<file path="config.mk">
export PLATFORM = sky130hd
export DESIGN_NAME = lsu_mem_port
export DESIGN_NICKNAME = d
export VERILOG_FILES = /design/src/rtl/lsu_pkg.sv /design/src/rtl/lsu_extend.sv /design/src/rtl/lsu_mem_port.sv
export SDC_FILE = /design/constraint.sdc
export NUM_CORES = 1
export LEC_CHECK = 0
export ABC_AREA = 0
export CAP_MARGIN = 30
export CORE_MARGIN = 3
export CORE_UTILIZATION = 40
export CTS_CLUSTER_DIAMETER = 150
export CTS_CLUSTER_SIZE = 16
export DETAILED_ROUTE_END_ITERATION = 8
export DONT_BUFFER_PORTS = 1
export PLACE_DENSITY = 0.52
export SLEW_MARGIN = 20
export SYNTH_ARGS = -nofsm -noshare
export SYNTH_HDL_FRONTEND = slang
export SYNTH_SLANG_ARGS = --single-unit
</file>
<file path="constraint.sdc">
create_clock -name clk -period 11.2 [get_ports clk]
set_clock_uncertainty 0.1 [all_clocks]
set_input_delay 2.24 -clock clk [delete_from_list [all_inputs] [get_ports clk]]
set_output_delay 2.24 -clock clk [all_outputs]
set_load 0.005 [all_outputs]
</file>
<file path="src/rtl/lsu_pkg.sv">
// rtl/lsu_pkg.sv - shared constants, size codes and FSM encoding for the LSU memory port
//
// Purpose: common definitions imported by lsu_extend and lsu_mem_port.
// Contents: bus width, memory depth, access size codes, FSM states,
//           byte-count helper for a size code.
package lsu_pkg;

  localparam int BUS_WIDTH       = 32;
  localparam int MEM_VECTOR_SIZE = 256;

  typedef enum logic [1:0] {
    BYTE         = 2'b00,
    HALF_WORD    = 2'b01,
    WORD         = 2'b10,
    SIZE_ILLEGAL = 2'b11
  } size_e;

  typedef enum logic [1:0] {
    IDLE   = 2'b00,
    ACCESS = 2'b01,
    SPLIT  = 2'b10,
    RESP   = 2'b11
  } state_e;

  // Number of bytes touched by an access; the illegal code reports 4 but is
  // rejected by the error check before the count matters.
  function automatic logic [2:0] size_bytes(input logic [1:0] size);
    case (size)
      BYTE:      size_bytes = 3'd1;
      HALF_WORD: size_bytes = 3'd2;
      default:   size_bytes = 3'd4;
    endcase
  endfunction

endpackage

</file>
<file path="src/rtl/lsu_extend.sv">
// rtl/lsu_extend.sv - combinational byte/half-word sign or zero extension
//
// Purpose: widen a right-justified byte or half word to the bus width.
// Ports:
//   data_i  in  BUS_WIDTH  right-justified raw data
//   size_i  in  2          size code (BYTE / HALF_WORD / WORD)
//   sext_i  in  1          1 = sign-extend, 0 = zero-extend
//   data_o  out BUS_WIDTH  extended data (WORD passes through unchanged)
module lsu_extend
  import lsu_pkg::*;
(
  input  logic [BUS_WIDTH-1:0] data_i,
  input  logic [1:0]           size_i,
  input  logic                 sext_i,
  output logic [BUS_WIDTH-1:0] data_o
);

  always_comb begin
    data_o = data_i;
    case (size_i)
      BYTE:      data_o = {{(BUS_WIDTH-8){sext_i & data_i[7]}}, data_i[7:0]};
      HALF_WORD: data_o = {{(BUS_WIDTH-16){sext_i & data_i[15]}}, data_i[15:0]};
      default:   data_o = data_i;
    endcase
  end

endmodule

</file>
<file path="src/rtl/lsu_mem_port.sv">
// rtl/lsu_mem_port.sv - load/store unit port onto a 256-byte byte-addressed memory
//
// Purpose: accepts one load/store at a time, range/size checks it, performs an
// aligned single access or a byte-by-byte split access for misaligned half
// words and words, and returns a one-cycle response.
// Ports:
//   clk, rst                     clock, synchronous active-low reset
//   req_valid/req_ready          request handshake
//   req_we, req_addr, req_wdata  store flag, byte address, right-justified store data
//   req_size, req_sext           size code, load sign-extension select
//   rsp_valid, rsp_rdata, rsp_err  one-cycle response pulse, load data, error flag
//   mem_address, mem_data_in, mem_wr_en, mem_size, mem_sz_ex  memory drive
//   mem_data_out                 combinational memory read data
module lsu_mem_port
  import lsu_pkg::*;
(
  input  logic                 clk,
  input  logic                 rst,
  input  logic                 req_valid,
  output logic                 req_ready,
  input  logic                 req_we,
  input  logic [BUS_WIDTH-1:0] req_addr,
  input  logic [BUS_WIDTH-1:0] req_wdata,
  input  logic [1:0]           req_size,
  input  logic                 req_sext,
  output logic                 rsp_valid,
  output logic [BUS_WIDTH-1:0] rsp_rdata,
  output logic                 rsp_err,
  output logic [BUS_WIDTH-1:0] mem_address,
  output logic [BUS_WIDTH-1:0] mem_data_in,
  output logic                 mem_wr_en,
  output logic [1:0]           mem_size,
  output logic                 mem_sz_ex,
  input  logic [BUS_WIDTH-1:0] mem_data_out
);

  state_e               state_q, state_d;
  logic [BUS_WIDTH-1:0] addr_q, addr_d;
  logic [BUS_WIDTH-1:0] wdata_q, wdata_d;
  logic [BUS_WIDTH-1:0] acc_q, acc_d;
  logic [1:0]           size_q, size_d;
  logic [1:0]           beat_q, beat_d;
  logic                 we_q, we_d;
  logic                 sext_q, sext_d;
  logic                 err_q, err_d;

  logic [2:0]           req_bytes;
  logic [BUS_WIDTH:0]   req_last;
  logic                 req_bad;
  logic                 req_misaligned;
  logic                 last_beat;
  logic [BUS_WIDTH-1:0] ext_data;

  // One extra bit keeps the end-address sum from wrapping near 2^32.
  assign req_bytes = size_bytes(req_size);
  assign req_last  = {1'b0, req_addr} + {{(BUS_WIDTH-2){1'b0}}, req_bytes} - 33'd1;
  assign req_bad   = (req_size == SIZE_ILLEGAL) ||
                     (req_last > 33'(MEM_VECTOR_SIZE - 1));
  assign req_misaligned = ((req_size == HALF_WORD) && req_addr[0]) ||
                          ((req_size == WORD) && (req_addr[1:0] != 2'b00));

  assign last_beat = (beat_q == ((size_q == WORD) ? 2'd3 : 2'd1));

  // Aligned loads arrive already extended by the memory; re-extending with the
  // same size/sext leaves them unchanged, so one path serves both cases.
  lsu_extend u_extend (
    .data_i (acc_q),
    .size_i (size_q),
    .sext_i (sext_q),
    .data_o (ext_data)
  );

  always_comb begin
    state_d     = state_q;
    addr_d      = addr_q;
    wdata_d     = wdata_q;
    acc_d       = acc_q;
    size_d      = size_q;
    beat_d      = beat_q;
    we_d        = we_q;
    sext_d      = sext_q;
    err_d       = err_q;
    req_ready   = (state_q == IDLE) && rst;
    mem_address = '0;
    mem_data_in = '0;
    mem_wr_en   = 1'b0;
    mem_size    = WORD;
    mem_sz_ex   = 1'b0;
    rsp_valid   = (state_q == RESP);
    rsp_err     = (state_q == RESP) && err_q;
    rsp_rdata   = ((state_q == RESP) && !err_q && !we_q) ? ext_data : '0;

    case (state_q)
      IDLE: begin
        if (req_valid && req_ready) begin
          addr_d  = req_addr;
          wdata_d = req_wdata;
          size_d  = req_size;
          we_d    = req_we;
          sext_d  = req_sext;
          err_d   = req_bad;
          beat_d  = 2'd0;
          acc_d   = '0;
          if (req_bad)             state_d = RESP;
          else if (req_misaligned) state_d = SPLIT;
          else                     state_d = ACCESS;
        end
      end
      ACCESS: begin
        mem_address = addr_q;
        mem_data_in = wdata_q;
        mem_wr_en   = we_q && rst;
        mem_size    = size_q;
        mem_sz_ex   = sext_q;
        acc_d       = mem_data_out;
        state_d     = RESP;
      end
      SPLIT: begin
        // Beat i moves byte lane i, little-endian, as a plain byte access.
        mem_address = addr_q + {{(BUS_WIDTH-2){1'b0}}, beat_q};
        mem_data_in = {{(BUS_WIDTH-8){1'b0}}, wdata_q[{beat_q, 3'b000} +: 8]};
        mem_wr_en   = we_q && rst;
        mem_size    = BYTE;
        acc_d[{beat_q, 3'b000} +: 8] = mem_data_out[7:0];
        if (last_beat) begin
          beat_d  = 2'd0;
          state_d = RESP;
        end else begin
          beat_d  = beat_q + 2'd1;
        end
      end
      RESP:    state_d = IDLE;
      default: state_d = IDLE;
    endcase
  end

  always_ff @(posedge clk) begin
    if (!rst) begin
      state_q <= IDLE;
      addr_q  <= '0;
      wdata_q <= '0;
      acc_q   <= '0;
      size_q  <= WORD;
      beat_q  <= 2'd0;
      we_q    <= 1'b0;
      sext_q  <= 1'b0;
      err_q   <= 1'b0;
    end else begin
      state_q <= state_d;
      addr_q  <= addr_d;
      wdata_q <= wdata_d;
      acc_q   <= acc_d;
      size_q  <= size_d;
      beat_q  <= beat_d;
      we_q    <= we_d;
      sext_q  <= sext_d;
      err_q   <= err_d;
    end
  end

endmodule
</file>
Word level (Yosys, flattened, before mapping)
Cells that the tools add are included.

operators by class
  add/sub/neg operators = 5
  magnitude comparators = 1
  equality and inequality tests = 11
  shift operators = 3
  multiplexer cells = 20
  bitwise logic cells = 2
  reduce and logical (&&, ||, !) cells = 23

operators with widths
  cell                    number
  $pmux 32 s2             3
  $pmux 32 s3             1
  $mux 32                 2
  $add 32x3->33           1
  $gt 33x8->1 const B     1
  $sub 33x1->33 const B   1
  $add 32x2->32           1
  $bwmux 32               1
  $shift 8x7->32 const A  1
  $shiftx 32x6->8         1
  $shiftx 8x7->32         1
  $mux 2                  7
  $eq 2x2->1 const B      5
  $logic_and 1x1->1       8
  $pmux 2 s2              2
  $pmux 2 s4              1
  $reduce_and 2->1        4
  $neg 5->7               1
  $eq 2x1->1 const B      3
  $logic_not 2->1         3
  $pmux 3 s2              1
  $reduce_bool 2->1       2
  $reduce_bool 3->1       1
  $add 2x1->2 const B     1
  8 further kinds         12

word-level totals
  bits in registers = 105
  output and inout bits = 103
  word-level logic and storage cells = 74

Depth between registers and ports, before layout
  word-level depth = 9
  mapped depth = 16
  depth with buffers taken out = 16

Hierarchy
Synthesis repeated with hierarchy kept, for this count alone.

second synthesis, totals
  cells, all modules = 1203
  area total of the unflattened synthesis = 8535.7 µm²

by module, submodules not included
  module        times used  cells each  area each (µm²)  seq. area each (µm²)
  lsu_mem_port  1           1137        8150.3           2102.0
  lsu_extend    1           66          385.4            0.0

Worst setup path before layout
Ideal clock, no wire load.

  path type = in2reg
  start = input req_size[1]
  end = register err_q
  arrival time = 5.300 ns
  data required time = 10.967 ns
  setup slack = 5.667 ns
  stages = 16
  buffers on the path = 0
  cells stage by stage = inv_1 nand2_1 ha_1 inv_1 ha_1 fa_1 a21o_1 nand4_1 a21oi_1 a311oi_2 a21boi_0 or3_1 a2111oi_2 nand4_1 nor4_1 a211oi_1

between the ends
  longest elaborated chain between the ends = 6

ends and longest elaborated chain
  element                                               RTL line             RTL
  from (decl)                                           lsu_mem_port.sv:24   input logic [1:0] req_size,
  $eq 2x1->1 / $logic_not 2->1 (equally long branches)  lsu_pkg.sv:28        case (size)
  $pmux 3 s2                                            lsu_pkg.sv:28
  $add 32x3->33                                         lsu_mem_port.sv:56   assign req_last = {1'b0, req_addr} + {{(BUS_WIDTH-2){1'b0}}, req_bytes} - 33'd1;
  $sub 33x1->33                                         lsu_mem_port.sv:56
  $gt 33x8->1                                           lsu_mem_port.sv:58   (req_last > 33'(MEM_VECTOR_SIZE - 1));
  $logic_or 1x1->1 *                                    lsu_mem_port.sv:57   assign req_bad = (req_size == SIZE_ILLEGAL) ||
  to (signal assigned)                                  lsu_mem_port.sv:157  err_q <= err_d;
  to (decl)                                             lsu_mem_port.sv:45   logic err_q, err_d;

Mark *: on every way between the ends. The rest lies on a longest branch, timed or not.
A chain may end at the register's enable or synchronous reset.

Worst setup path after layout
  start = register beat_q[1]
  end = output mem_address[30]

between the ends
  longest elaborated chain between the ends = 2

ends and longest elaborated chain
  element                 RTL line             RTL
  from (decl)             lsu_mem_port.sv:42   logic [1:0] beat_q, beat_d;
  from (signal assigned)  lsu_mem_port.sv:154  beat_q <= beat_d;
  $add 32x2->32           lsu_mem_port.sv:120  mem_address = addr_q + {{(BUS_WIDTH-2){1'b0}}, beat_q};
  $pmux 32 s2             lsu_mem_port.sv:93   case (state_q)
  to (decl)               lsu_mem_port.sv:29   output logic [BUS_WIDTH-1:0] mem_address,

Every way passes these cells.

==> run metrics <==
status complete, no violations; Congestion Overflow GR 0; Cell variety after synth 74; fin area 8628 sq um; Num CTS Buffers 9; Post-synth ARST share 0%; PortBufs 0; final setup vio count 0; critical path class reg2out; Slew @ Worst Pin 0.9061 ns; Synth Flop Type dfxtp_1; synthesis-to-finish area growth 5.058%; largest net degree at the start of global routing 105; clk sink count 105; Die Wd 149.3 um; clock slew at reported path FFs 0.08 ns; Skew-Pair Late Insertion Delay 0.35 ns; endpoints failing hold 0; Max-Cap Viols 0; clock share of power 22.3%; n_diodes 0; most frequent cells in the layout nand2_1, o21ai_0, dfxtp_1; Root Driver clkbuf_16; hold_buf cts 0; H-Tree Depth 3; Die H 149.3 um; Crit Path Max Fanout 15; share of cells above drive strength 1 4.928%; Hold Path Class reg2reg; NetSw 0.6222 mW; sequential-to-total area share from yosys stat 25.59%; switching share of power 44.62%; CTS resizes 0; Slew HR 38.72%; crit end category output pin; first-pass GRT wire length 44500 um; Mean Syn Cell Area 7.002 sq um; worst vdd ir 0.1124 mV; synth warn 0; cells on worst reg2reg path 7; Max Clock Freq 163.2 MHz; drt first pass iters 5; Critical Path AT 3.79 ns; IO Count 206; dpl cell area 8314 sq um; Comb pwr share 41.4%; vias 8392; Reg power frac 36.3%; pre-CTS setup slack 5.168 ns; Critical R2R Capture acc_q[23]; total track usage 24.89%; Initial DRC Count 565; remaining antenna violation count after routing 0; dpl hpwl 20480 um; Synth Cell Area 8213 sq um; drt via density 6.077; core area 19850 sq um; CTS tree yes; max-slew violations 0; Placer Congestion 0.9236; Power Density 161.6 nW/um^2; R2R Path Start beat_q[1]; post-CTS setup buffers 0; Routed wire per std cell 20.76 um; Setup WS post-layout 5.072 ns; CTS Buffer Depth 2; DIE AREA 22290 sq um; Sum Neg Setup Slack 0 ns; Routed WL 28680 um; row cnt 51; Setup crit start kind register; fin nets 1262; Post-synth EDFFs 0; period utilization 54.71%; Syn Inst Count 1173; syn nets 1323; Residual DRC 0; most common cell after layout, fill and taps aside nand2_1; Filler Cells Inserted 2123; vias in the first global route 7651; unrepaired setup endpoints after global routing no; critical path data required time 8.86 ns; minimum clock period 6.128 ns; r2r setup slk 8.28 ns; internal power 0.7721 mW; Starting Density 41.38%; initial antenna violation count 0; leakage power 3.376 nW; crit path capture mem_address[30]; CP Launch Point beat_q[1]; FF+latch count, synth 105; post-layout util 43.48%
-- power groups by stage --
stage | combinational [mW] | sequential, mW | clock (mW)
global route | 0.641 | 0.516 | 0.335
floorplan | 0.430 | 0.485 | 0
global placement | 0.560 | 0.513 | 0
detailed placement | 0.561 | 0.513 | 0
CTS | 0.564 | 0.505 | 0.320
finish | 0.577 | 0.506 | 0.311
-- cells by family after synthesis --
kind of cell,count (synthesis),share of synthesized area [%]
compound gates,356,27.32
xor+xnor,11,1.173
fa+ha+maj,47,7.343
buf+inv,162,7.617
flops,105,25.59
mux,14,2.955
simple gates,478,28.00
-- metal layers --
metal  track usage (%)  routed length (um)  vias to the layer above
met2             37.02               12420                      344
met4             3.616                 254                        0
met1             35.90               12990                     3933
met5                 0                   0                        -
li1                  -                   -                     4099
met3             8.235                3016                       16
-- synth_stat cells (all sizes together), types with 5 or more instances --
library cell | n | area [sq um]
a211oi | 7 | 52.55
a21o | 12 | 90.09
a21oi | 97 | 485.5
a22o | 17 | 148.9
a22oi | 44 | 335.3
a311oi | 9 | 85.08
a31oi | 7 | 43.79
and2 | 7 | 43.79
and3 | 41 | 256.5
and4 | 5 | 43.79
buf | 15 | 72.57
clkbuf | 70 | 264.0
dfxtp | 105 | 2102
ha | 45 | 563.0
inv | 77 | 289.0
mux4 | 8 | 180.2
nand2 | 157 | 591.8
nand3 | 91 | 455.4
nand3b | 7 | 52.55
nand4 | 18 | 118.9
nor2 | 92 | 345.3
nor2b | 10 | 62.56
nor3 | 15 | 75.07
nor4 | 8 | 50.05
o211ai | 7 | 52.55
o21a | 6 | 45.04
o21ai | 106 | 530.5
o21bai | 6 | 45.04
o22ai | 5 | 31.28
or2 | 5 | 31.28
or3 | 7 | 48.80
xnor2 | 8 | 70.07
-- state kept, by name, indices dropped and copies added (netlist names) --
signal,flops
beat_q,2
addr_q,32
size_q,2
err_q,1
sext_q,1
state_q,2
wdata_q,32
acc_q,32
we_q,1
-- worst min-delay path by stage --
stage / slack [ns] / cells after the start / end / from
floorplan: 0.34 / 2 / wdata_q[16] / wdata_q[16]
global placement: 0.36 / 2 / wdata_q[21] / wdata_q[21]
detailed placement: 0.36 / 2 / wdata_q[19] / wdata_q[19]
CTS: 0.37 / 2 / wdata_q[19] / wdata_q[19]
global route: 0.39 / 2 / wdata_q[3] / wdata_q[3]
finish: 0.37 / 2 / wdata_q[0] / wdata_q[0]
-- cell type report --
type	count	area, sq um	share of cell area (%)
Clock inverter	5	40.04	0.4640
Sequential cell	105	2102	24.36
Clock buffer	10	239.0	2.770
Inverter	77	289.0	3.350
Tap cell	265	331.6	3.843
Multi-Input combinational cell	906	5512	63.88
Timing Repair Buffer	13	115.1	1.334
-- critical path, cell delays in order (launching register included) --
cell and delay (ns):
dfxtp_1 0.81, fa_1 0.35, nand3_1 0.13, nor2_1 0.42, nand3_1 0.27, nor2_1 0.33
and3_1 0.27, and4_1 0.24, and2_1 0.18, a41oi_1 0.12, o21ai_0 0.18, o31ai_1 0.12
-- through the flow --
stage | cells | hold WS, ns | total power [mW]
after global routing | 1381 | 0.3912 | 1.492
after detailed placement | 1364 | 0.3606 | 1.075
after global placement | 1363 | 0.3554 | 1.073
after CTS | 1379 | 0.3724 | 1.389
final | 1381 | 0.3733 | 1.394
after floorplan | 1173 | 0.3393 | 0.9145
(Power assumes the default switching activity.)
==> variant 1: new RTL, config.mk and constraints unchanged <==
Make the reset (`rst`) asynchronous in one clocked block. Comments in the files are not updated.
--- a/src/rtl/lsu_mem_port.sv
+++ b/src/rtl/lsu_mem_port.sv
@@ -134,7 +134,7 @@
     endcase
   end
 
-  always_ff @(posedge clk) begin
+  always_ff @(posedge clk or negedge rst) begin
     if (!rst) begin
       state_q <= IDLE;
       addr_q  <= '0;
Formal check against the unedited RTL: differs if rst is asserted again (counterexample within 4 cycles, from zero or initial values and one cycle with rst low); with rst held inactive, the same outputs for 10 cycles.
==> variant 1 against the original RTL <==
Final area is 1.1% higher; via count down 10%; clock power is 9.6% higher; area after synthesis up 0.38%; critical endpoint is now mem_address[28]; non-clock buffer count shrank 2; sequential cell count unchanged; total power up 45%; hold slack improved by 0.027 ns; largest cell class unchanged; critical path depth grew 1; maximum frequency grew 0.10%; wire length is 11% lower; register-to-register slack got worse by 0.20 ns; worst setup slack improved by 0.0062 ns.
==> variant 1: results (changes against the original RTL) <==
.. list-table::
   :header-rows: 1

   * - Metric
     - Value
   * - Area fraction of clock buffers and clock inverters
     - 0.0356 (was 0.0323)
   * - Area contributors post-synth
     - sky130_fd_sc_hd__dfrtp_1 (32%), sky130_fd_sc_hd__nand2_1 (11%), sky130_fd_sc_hd__o21ai_0 (7.4%) (was sky130_fd_sc_hd__dfxtp_1 (26%), sky130_fd_sc_hd__nand2_1 (7.1%), sky130_fd_sc_hd__ha_1 (6.9%))
   * - List of most frequent post-synthesis cells
     - sky130_fd_sc_hd__nand2_1 (244), sky130_fd_sc_hd__o21ai_0 (122), sky130_fd_sc_hd__dfrtp_1 (104) (was sky130_fd_sc_hd__nand2_1 (156), sky130_fd_sc_hd__o21ai_0 (106), sky130_fd_sc_hd__dfxtp_1 (105))
   * - Endpoint of the worst-slack reg-to-reg timing path
     - acc_q[0] (was acc_q[23])
   * - Worst Reg-to-Reg Cells
     - 9 (was 7)
   * - Clock Buffer Count
     - 9 (was 10)
   * - Fraction of area in multi-input gates
     - 0.579 (was 0.639)
   * - Count of fill cells added during filler insertion
     - 2106 (was 2123)
   * - Largest driver fanout on the critical path
     - 16 (was 15)
   * - Status
     - finished clean (unchanged)
   * - Unique masters post-synth
     - 73 (was 74)
   * - Cell with the largest stage delay on the worst path
     - sky130_fd_sc_hd__dfrtp_1 (was sky130_fd_sc_hd__dfxtp_1)
   * - Proportion of total power due to net switching
     - 0.464 (was 0.446)
   * - Post-detailed-routing wire length
     - 25600 um (was 28700 um)
   * - Synth Flop Type
     - sky130_fd_sc_hd__dfrtp_1 (was sky130_fd_sc_hd__dfxtp_1)
   * - Count of plain and timing-repair buffers
     - 11 (was 13)
   * - Maximum number of pins on one net before global-route repair
     - 109 (was 105)
   * - Arrival time at the worst endpoint
     - 3.78 ns (was 3.79 ns)
   * - Sequential area share after synthesis
     - 0.319 (was 0.256)
   * - Area delta synth->final
     - 5.80% (was 5.06%)
   * - Capture point of the critical path
     - mem_address[28] (was mem_address[30])
   * - CP max stage delay
     - 0.84 ns (was 0.81 ns)
   * - Worst R2R Start
     - state_q[0] (was beat_q[1])
   * - Max_slew headroom
     - 0.376 (was 0.387)
   * - Start point of the worst min-delay path
     - wdata_q[27] (was wdata_q[0])
   * - Placed Area
     - 8410 um2 (was 8310 um2)
   * - Share of final layout cell area taken by non-clock buffers
     - 0.0149 (was 0.0133)
   * - Origin of the worst setup path
     - beat_q[0] (was beat_q[1])
   * - Multi-input combinational cell count
     - 834 (was 906)
   * - First-pass GRT wire length
     - 40100 um (was 44500 um)
   * - Detail Placement HPWL
     - 18900 um (was 20500 um)
   * - Count of inverters not on the clock network in the layout
     - 73 (was 77)
   * - Drt initial violations
     - 366 (was 565)
   * - Power Clock
     - 341 uW (was 311 uW)
variant 1: per-stage QoR:
| stage | worst slack [ns] | utilization | hold WS (ns) | power (mW) | std cells |
|---|---|---|---|---|---|
| floorplan | 5.85 | - | 0.355 | 1.41 | 1086 |
| global placement | 5.41 | 0.420 | 0.377 | 1.66 | 1285 |
| detailed placement | 5.40 | 0.424 | 0.384 | 1.69 | 1288 |
| CTS | 4.98 | 0.440 | 0.405 | 2.04 | 1304 |
| global route | 4.61 | 0.440 | 0.414 | 2.20 | 1304 |
| finish | 5.08 | 0.440 | 0.400 | 2.02 | 1304 |
variant 1: metal layers:
metal  global-route usage  wire [um]  vias to the layer above
met2                0.364      11900                      213
li1                     -          -                     3734
met3               0.0488       2000                       24
met4               0.0595        429                        0
met5               0.0136          0                        -
met1                0.303      11200                     3578
variant 1: worst reg2reg max path, stage by stage, from the launching register on:
cell,delay (ns)
sky130_fd_sc_hd__dfrtp_1,0.40
sky130_fd_sc_hd__inv_1,0.11
sky130_fd_sc_hd__ha_1,0.37
sky130_fd_sc_hd__and2_1,0.32
sky130_fd_sc_hd__nand2_4,0.29
sky130_fd_sc_hd__buf_16,0.31
sky130_fd_sc_hd__a21oi_2,0.18
sky130_fd_sc_hd__buf_4,0.33
sky130_fd_sc_hd__o21ai_1,0.29
sky130_fd_sc_hd__a22o_1,0.30
variant 1: kinds of logic (layout without fill, tap and decap cells):
family                     count (synthesis)  count (layout)  share of synthesized area
muxes                                     12              12                     0.0269
adders and majority gates                 47              47                     0.0732
DFF                                      105             105                      0.319
buffers and inverters                    147             100                     0.0706
AOI/OAI and AO/OA                        341             341                      0.258
and+or+nand+nor                          416             416                      0.234
xor gates and xnor gates                  18              18                     0.0191
==> variant 2: new RTL, same flow settings <==
Made on the original files. `BUS_WIDTH`: 32 -> 48.
--- a/src/rtl/lsu_pkg.sv
+++ b/src/rtl/lsu_pkg.sv
@@ -5,7 +5,7 @@
 //           byte-count helper for a size code.
 package lsu_pkg;
 
-  localparam int BUS_WIDTH       = 32;
+  localparam int BUS_WIDTH       = 48;
   localparam int MEM_VECTOR_SIZE = 256;
 
   typedef enum logic [1:0] {
Interface: changed (6 resized); port bits go from 206 to 302. The function was not compared with the original's and may differ.
==> variant 2 against the original RTL <==
Clock power rose by 94%; area after synthesis rose by 49%; total power rose by 64%; sequential cell count rose by 48; final cell count rose by 49%; final area rose by 51%; worst setup slack got worse by 0.34 ns; wire length rose by 58%.
==> variant 2: results (changes against the original RTL) <==
.. list-table::
   :header-rows: 1

   * - Metric
     - Value
   * - Status
     - finished clean (unchanged)
   * - Number of nets in the layout
     - 1866 (was 1262)
   * - All-Layer GR Usage
     - 0.264 (was 0.249)
   * - Endpoint of the worst-slack reg-to-reg timing path
     - acc_q[6] (was acc_q[23])
   * - Proportion of total power due to net switching
     - 0.447 (was 0.446)
   * - Area fraction in compound gates after synthesis
     - 0.287 (was 0.273)
   * - Proportion of synthesized area in mux cells
     - 0.0250 (was 0.0296)
   * - Count of inverters not on the clock network in the layout
     - 110 (was 77)
   * - Largest driver fanout on the critical path
     - 16 (was 15)
   * - Proportion of power drawn by combinational gates
     - 0.408 (was 0.414)
   * - Start point of the worst min-delay path
     - wdata_q[38] (was wdata_q[0])
   * - Number of buffers inserted during clock tree synthesis
     - 17 (was 9)
   * - Area contributors post-synth
     - sky130_fd_sc_hd__dfxtp_1 (25%), sky130_fd_sc_hd__nand2_1 (7.1%), sky130_fd_sc_hd__a21oi_1 (6.5%) (was sky130_fd_sc_hd__dfxtp_1 (26%), sky130_fd_sc_hd__nand2_1 (7.1%), sky130_fd_sc_hd__ha_1 (6.9%))
   * - Met2 Track Usage GR
     - 0.388 (was 0.370)
   * - Maximum level of the CTS H-tree
     - 4 (was 3)
   * - Worst R2R Start
     - state_q[0] (was beat_q[1])
   * - Multi-input combinational cell area
     - 8320 um2 (was 5510 um2)
   * - Worst IR Drop VDD
     - 0.130 mV (was 0.112 mV)
   * - Multi-input combinational cell count
     - 1355 (was 906)
   * - Share of final layout cell area taken by non-clock buffers
     - 0.00828 (was 0.0133)
   * - Worst Reg-to-Reg Cells
     - 8 (was 7)
   * - Fraction of area in multi-input gates
     - 0.641 (was 0.639)
   * - Maximum number of pins on one net before global-route repair
     - 156 (was 105)
   * - RD Place Congestion
     - 0.937 (was 0.924)
   * - Fraction of synthesized cell area in xor and xnor cells
     - 0.0157 (was 0.0117)
   * - List of most frequent post-synthesis cells
     - sky130_fd_sc_hd__nand2_1 (233), sky130_fd_sc_hd__a21oi_1 (160), sky130_fd_sc_hd__o21ai_0 (157) (was sky130_fd_sc_hd__nand2_1 (156), sky130_fd_sc_hd__o21ai_0 (106), sky130_fd_sc_hd__dfxtp_1 (105))
   * - Unique masters post-synth
     - 77 (was 74)
   * - Placed Area
     - 12400 um2 (was 8310 um2)
   * - Worst hold path endpoint
     - wdata_q[38] (was wdata_q[0])
   * - Post-Synthesis Net Count
     - 1963 (was 1323)
   * - Met1 usage in global routing
     - 0.385 (was 0.359)
   * - Post-placement setup slack
     - 5.13 ns (was 5.17 ns)
   * - Share of final-layout standard cells stronger than drive strength 1
     - 0.0547 (was 0.0493)
   * - Area taken by flip-flops and latches
     - 3060 um2 (was 2100 um2)
   * - Detail Placement HPWL
     - 33600 um (was 20500 um)
   * - Clock Buffer Count
     - 21 (was 10)
   * - Detailed-routed wire length on met3
     - 3650 um (was 3020 um)
==> variant 2: how the worst max path moves through the flow <==
stage | slack (ns) | end | startpoint
6_report | 4.73 | mem_address[44] | beat_q[1]
5_1_grt | 4.33 | mem_address[44] | beat_q[1]
4_1_cts | 4.72 | mem_address[44] | beat_q[1]
3_5_place_dp | 5.13 | state_q[0] | req_size[1]
3_3_place_gp | 5.16 | state_q[0] | req_size[1]
2_1_floorplan | 5.74 | state_q[0] | req_size[1]
==> variant 2: stage by stage <==
step           power (mW)  std cells
2_1_floorplan        1.43       1747
3_3_place_gp         1.68       2018
3_5_place_dp         1.69       2020
4_1_cts              2.30       2052
5_1_grt              2.44       2053
6_report             2.29       2053
==> variant 2: logic make-up after synthesis <==
| group | Yosys count |
|---|---|
| DFF | 153 |
| and+or+nand+nor | 692 |
| AOI/OAI and AO/OA | 556 |
| adders and majority gates | 65 |
| buffers and inverters | 239 |
| muxes | 20 |
| xor gates and xnor gates | 22 |
